$ cat src/rtl/jtopl_pg_ring.sv
// jtopl_pg_ring: OPL phase generator slot sequencer and per-slot phase store.
// Walks the 18 operator slots, forms the pure phase increment from fnum/block,
// detects key-on edges per slot and keeps an 18-deep circular phase store that
// feeds the external phase adder (jtopl_pg_sum) and takes its result back.
// Optional feature macro: JTOPL_PG_VIB_EN (vibrato offset on fnum).
module jtopl_pg_ring (
  input  logic        rst,
  input  logic        clk,
  input  logic        cen,
  input  logic [9:0]  fnum,
  input  logic [2:0]  block,
  input  logic [3:0]  mul,
  input  logic        keyon,
  input  logic        vib_en,
  input  logic        vib_dep,
  input  logic [18:0] phase_out,
  output logic [4:0]  slot,
  output logic        zero,
  output logic [16:0] phinc_pure,
  output logic [3:0]  mul_I,
  output logic        pg_rst,
  output logic [18:0] phase_in,
  output logic [9:0]  phase_op
);

  // Clamp a signed modulated F-number into the legal 0..1023 range.
  function automatic logic [9:0] sat_fnum(input logic signed [11:0] v);
    if (v < 0)
      sat_fnum = 10'd0;
    else if (v > 12'sd1023)
      sat_fnum = 10'd1023;
    else
      sat_fnum = v[9:0];
  endfunction

  logic [9:0]  fmod_p0;
  logic [16:0] inc_p0;
  logic [17:0] kon_prev;
  logic [18:0] store [0:17];

  // Slot counter: 0..17, one step per enabled cycle.
  always_ff @(posedge clk) begin
    if (rst)
      slot <= 5'd0;
    else if (cen)
      slot <= (slot == 5'd17) ? 5'd0 : slot + 5'd1;
  end

  assign zero = (slot == 5'd0);

  // ---- stage 0: combinational frequency modulation and increment ----
`ifdef JTOPL_PG_VIB_EN
  logic [12:0]        vib_cnt;
  logic [2:0]         vib_pos;
  logic [2:0]         vib_b;
  logic [2:0]         vib_half;
  logic signed [11:0] vib_off_p0;
  logic signed [11:0] fsum_p0;

  // Vibrato position counter, one tick per full 18-slot sample.
  always_ff @(posedge clk) begin
    if (rst)
      vib_cnt <= 13'd0;
    else if (cen && slot == 5'd17)
      vib_cnt <= vib_cnt + 13'd1;
  end

  assign vib_pos = vib_cnt[12:10];

  // Triangle-shaped offset derived from the top fnum bits and depth select.
  always_comb begin
    vib_b      = vib_dep ? fnum[9:7] : (fnum[9:7] >> 1);
    vib_half   = vib_b >> 1;
    vib_off_p0 = 12'sd0;
    case (vib_pos)
      3'd1, 3'd3: vib_off_p0 =  $signed({9'd0, vib_half});
      3'd2:       vib_off_p0 =  $signed({9'd0, vib_b});
      3'd5, 3'd7: vib_off_p0 = -$signed({9'd0, vib_half});
      3'd6:       vib_off_p0 = -$signed({9'd0, vib_b});
      default:    vib_off_p0 = 12'sd0;
    endcase
    if (!vib_en)
      vib_off_p0 = 12'sd0;
    fsum_p0 = $signed({2'b00, fnum}) + vib_off_p0;
    fmod_p0 = sat_fnum(fsum_p0);
  end
`else
  logic unused_vib;
  assign unused_vib = vib_en ^ vib_dep;
  assign fmod_p0    = fnum;
`endif

  // Octave shift; 10 bits shifted by at most 7 always fits in 17 bits.
  assign inc_p0 = ({7'b0, fmod_p0} << block) >> 1;

  // ---- stage I: registered increment, multiplier and key-on edge ----
  always_ff @(posedge clk) begin
    if (rst) begin
      phinc_pure <= 17'd0;
      mul_I      <= 4'd0;
      pg_rst     <= 1'b0;
      kon_prev   <= 18'd0;
      phase_op   <= 10'd0;
    end else if (cen) begin
      phinc_pure     <= inc_p0;
      mul_I          <= mul;
      pg_rst         <= keyon & ~kon_prev[slot];
      kon_prev[slot] <= keyon;
      phase_op       <= phase_out[18:9];
    end
  end

  // ---- phase store: 18-entry delay line closing the per-slot loop ----
  always_ff @(posedge clk) begin
    if (rst) begin
      for (int i = 0; i < 18; i++)
        store[i] <= 19'd0;
    end else if (cen) begin
      store[0] <= phase_out;
      for (int i = 1; i < 18; i++)
        store[i] <= store[i-1];
    end
  end

  // Oldest entry belongs to the slot currently held in stage I.
  assign phase_in = store[17];

endmodule

$ cat config.mk
export PLATFORM = sky130hd
export DESIGN_NAME = jtopl_pg_ring
export DESIGN_NICKNAME = d
export VERILOG_FILES = /design/src/rtl/jtopl_pg_ring.sv
export SDC_FILE = /design/constraint.sdc
export NUM_CORES = 1
export LEC_CHECK = 0
export CORE_ASPECT_RATIO = 2
export CORE_MARGIN = 2
export CORE_UTILIZATION = 30
export DETAILED_ROUTE_END_ITERATION = 8
export GPL_ROUTABILITY_DRIVEN = 0
export PLACE_DENSITY_LB_ADDON = 0.1
export RECOVER_POWER = 50
export SYNTH_ARGS = -nofsm -noshare
export SYNTH_HDL_FRONTEND = slang
export SYNTH_SLANG_ARGS = --single-unit
$ cat constraint.sdc
create_clock -name clk -period 15.1 [get_ports clk]
set_clock_uncertainty 0.05 [all_clocks]
set_input_delay 3.02 -clock clk [delete_from_list [all_inputs] [get_ports clk]]
set_output_delay 3.02 -clock clk [all_outputs]
set_load 0.1 [all_outputs]
After elaboration in Yosys (flattened, before gate mapping)
Memories as Yosys holds them, arrays and structs flattened.
Cells that the tools add are included.

word-level totals
  register bits = 54
  latch bits = 0
  RAM bits = 342
  memory bits (read-only) = 0
  output and inout port bits = 57
  memories = 1

cells by class
  add/subtract/negate cells = 1
  multipliers = 0
  div/mod/pow operators = 0
  order comparisons = 2
  equality and inequality tests = 1
  shift-type cells = 1
  multiplexer cells = 29
  bitwise logic cells = 20
  reduce and logical (&&, ||, !) cells = 2

memory list
  memory  words  bits a word  read ports  clocked after memory_dff  wr ports  line  source
  store   18     19           18          0                         18        39    logic [18:0] store [0:17];

operators with widths
  kind                 number
  $mux 19              18
  $bwmux 18            1
  $or 1x1->1           18
  $shl 10x3->17        1
  $mux 1               7
  $lt 5x6->1 const B   1
  $add 5x1->5 const B  1
  $bmux 1 s5           1
  $demux 1 s5          1
  $eq 5x5->1 const B   1
  $ge 5x1->1 const B   1
  $logic_not 5->1      1
  $mux 5               1
  $and 1x1->1          1
  $logic_and 1x1->1    1
  $not 1->1            1

Logic depth before layout (Yosys ltp)
  depth after elaboration = 5
  depth in mapped cells = 7

Worst setup path before layout
No wires, ideal clock.

  path kind = input port to flip-flop
  start = input rst
  end = memory store[0][0] (enable)
  setup time = 0.689 ns
  data arrival time = 10.058 ns
  slack = 4.302 ns
  cell stages on the path = 4
  cell sequence = clkbuf_1 -> nor2_1 -> clkbuf_1 -> inv_1

RTL lines
  element          line  source
  start, declared  7     input logic rst,
  end, declared    39

==> metrics.cfg <==
[route]
drtIter0Drc = 536
viasPerCell = 4.27
drt-total-wl_mm = 24.2
ant_nets = 0
dr.pass1.iters = 4
wl_per_cell_um = 13.6
vias = 7597
remaining_drc_errors = 0

[outcome]
outcome = finished, violations left
violations = max-capacitance violations, max-slew violations

[finish]
ff_latch_area_sq_um = 11400
fin_nets = 1142
fillCellCount = 4968
multi_input_area_sq_um = 3460
layout-drive-gt1-share_pct = 6.39
n_antenna_cell = 0
area_growth_pct = 17.5
final_cell_mix = edfxtp_1, and2_1, dlygate4sd3_1
final_common_cell = edfxtp_1

[synth]
yosys.cell_types.count = 38
avgSynthCellArea_sq_um = 14.7
yosysWarningCount = 0
netlist.area_leader.share_pct = 67.3
synth_area_sq_um = 15300
yosys.area.top_type = edfxtp_1
synth_nets = 1083
yosys-top-cells-area = edfxtp_1, and2_1, dfxtp_1, mux2i_1, clkbuf_1
synth-seq-area-share_pct = 74.3
netlist_instances = 1037
ys_seq_elements = 396

[sta]
tightest_slew_ns = 2.81
setup_tns_ns = 0
period_share_pct = 53.9
rsz0062_at_grt = no
setup_violations = 0
fmax_mhz = 123
relSlewSlack_pct = -87.7
whs_ns = 0.400
final_max_slew_viol_count = 86
layout_min_cycle_time_ns = 8.14
finalHoldViolCount = 0

[min_path]
hp-start = phase_op[3]$_SDFFE_PP0P_
hold_class = register to register

[critical_path]
reg2reg_to = slot[4]$_SDFFE_PP0P_
r2r_slack_ns = 12.99
r2r_cells = 4
required_ns = 15.20
end_kind = register
worstPathMaxFanout = 138
crit_path_top_delay_cell = clkbuf_1
endpoint = store[0][220]$_SDFFCE_PN0P_
cp_cell_sequence = dlygate4sd3_1 > clkbuf_1 > nor2_1 > clkbuf_1 > inv_8 > buf_4 > buf_4
cp.depth = 7
cp_top_family = buffers and inverters
path_class = primary input to register
crit_arrival_ns = 8.24
slowest_delay_ns = 1.17
cp-start-kind = primary input
timing.critical_path.buf_inv = 6
worstSetupStartpoint = cen
r2r-start = slot[0]$_SDFFE_PP0P_

[global_route]
grt_start_max_net_pins = 296
grt_pass1_wl_mm = 39.6
grt_antenna_before_repair = 0
grt_remaining_overflow = 0
grt_pass1_vias = 7633
grt.total_usage_pct = 9.29

[place]
port_buffers = 95
hpwl_mm = 12.0

[clock_tree]
clock_latency_ns = 0.53
post-cts-setup-buffers = 0
cts_max_path_buffers = 3
cts_tree = built
hold_buffers = 0
clock-sinks = 396
numCtsBuffers = 39
post_cts_resized = 0
htreeDepth = 2
clkTransAtPathRegs_ns = 0.06
clock-root-buffer = clkbuf_16

[power_and_ir_drop]
powerDensity_nw_per_um2 = 134
p_sw_w = 0.000546
p_seq_share_pct = 52.7
ir_drop_uv = 103
p_clk_share_pct = 40.5
sw_frac_of_total_pct = 22.6
p_leak_nw = 6.84
power_frac_comb_pct = 6.9
power.internal_w = 0.00186

[job]
maxCapViolCount = 2

[die]
placeableCoreArea_sq_um = 50700
start_util_pct = 30.1
die_area_sq_um = 52800
row_count = 117
fp.dieH_um = 323
fp.dieW_um = 164
io_pins = 99

==> kinds of logic after synthesis <==
logic type / synth area share (%)
and+or+nand+nor: 16.7
xor gates and xnor gates: 0.115
AOI/OAI and AO/OA: 3.29
adders and majority gates: 0.328
muxes: 2.34
DFF: 74.3
other: 0.0246
buffers and inverters: 2.87
==> flip-flops by register name, indices dropped and copies added (netlist names) <==
signal      flops
mul_I           4
store         342
slot            5
phinc_pure     16
pg_rst          1
kon_prev       18
phase_op       10
==> metrics by stage <==
step	cell area (sq um)	total power [W]	setup slack [ns]	std cells	utilization, %
6_report	17900	0.00241	6.96	1780	35.4
4_1_cts	18000	0.00246	8.23	1780	35.5
3_5_place_dp	16700	0.00147	7.66	1709	33.0
3_3_place_gp	16700	0.00146	7.72	1709	33.0
2_1_floorplan	15300	0.00143	4.30	1037	-
5_1_grt	17900	0.00251	6.37	1780	35.4
==> cell type report <==
cell class	instances	area share, %
Tap cell	654	4.56
Sequential cell	396	63.3
Inverter	5	0.146
Clock inverter	20	0.955
Timing Repair Buffer	102	5.62
Clock buffer	51	6.15
Multi-Input combinational cell	552	19.3
==> power by group through the flow <==
stage               registers, W  clock network (W)  logic [W]
floorplan                0.00134                  0  0.0000930
global placement         0.00129                  0   0.000172
detailed placement       0.00129                  0   0.000173
CTS                      0.00127            0.00102   0.000174
global route             0.00128            0.00105   0.000179
finish                   0.00127           0.000975   0.000165
==> metal layers <==
layer	part of all wire (%)	wire (um)	up-vias	global-route usage (%)
met4	3.1	739	0	4.00
met2	50	12200	130	16.3
met1	42	10200	3712	10.7
met3	4.5	1090	48	2.17
li1	-	-	3707	-
met5	0	0	-	0
==> worst min path at each step <==
stage / to / depth (start not counted) / slack, ns
2_1_floorplan: kon_prev[10]$_SDFFE_PP0P_ / 2 / 0.40
3_3_place_gp: phase_op[3]$_SDFFE_PP0P_ / 1 / 0.39
3_5_place_dp: phase_op[7]$_SDFFE_PP0P_ / 1 / 0.40
4_1_cts: phase_op[3]$_SDFFE_PP0P_ / 1 / 0.41
5_1_grt: phase_op[3]$_SDFFE_PP0P_ / 1 / 0.42
6_report: phase_op[3]$_SDFFE_PP0P_ / 1 / 0.40
==> cell usage after synthesis (all sizes together) <==
library cell / instances
inv: 5
a21oi: 25
a21o: 10
o31ai: 1
conb: 1
a32oi: 1
a311oi: 2
nor2: 41
dfxtp: 54
a211oi: 8
a32o: 2
o21ai: 23
mux4: 2
nand2: 23
or3b: 3
clkbuf: 48
ha: 4
nand2b: 4
nand3: 4
xor2: 2
nand4: 7
and2: 343
a22oi: 4
nor3: 4
nor2b: 2
o311ai: 2
buf: 36
nand3b: 1
or3: 1
o21a: 1
edfxtp: 342
mux2: 2
mux2i: 29
No activity file was read; power rests on OpenSTA's default activity.
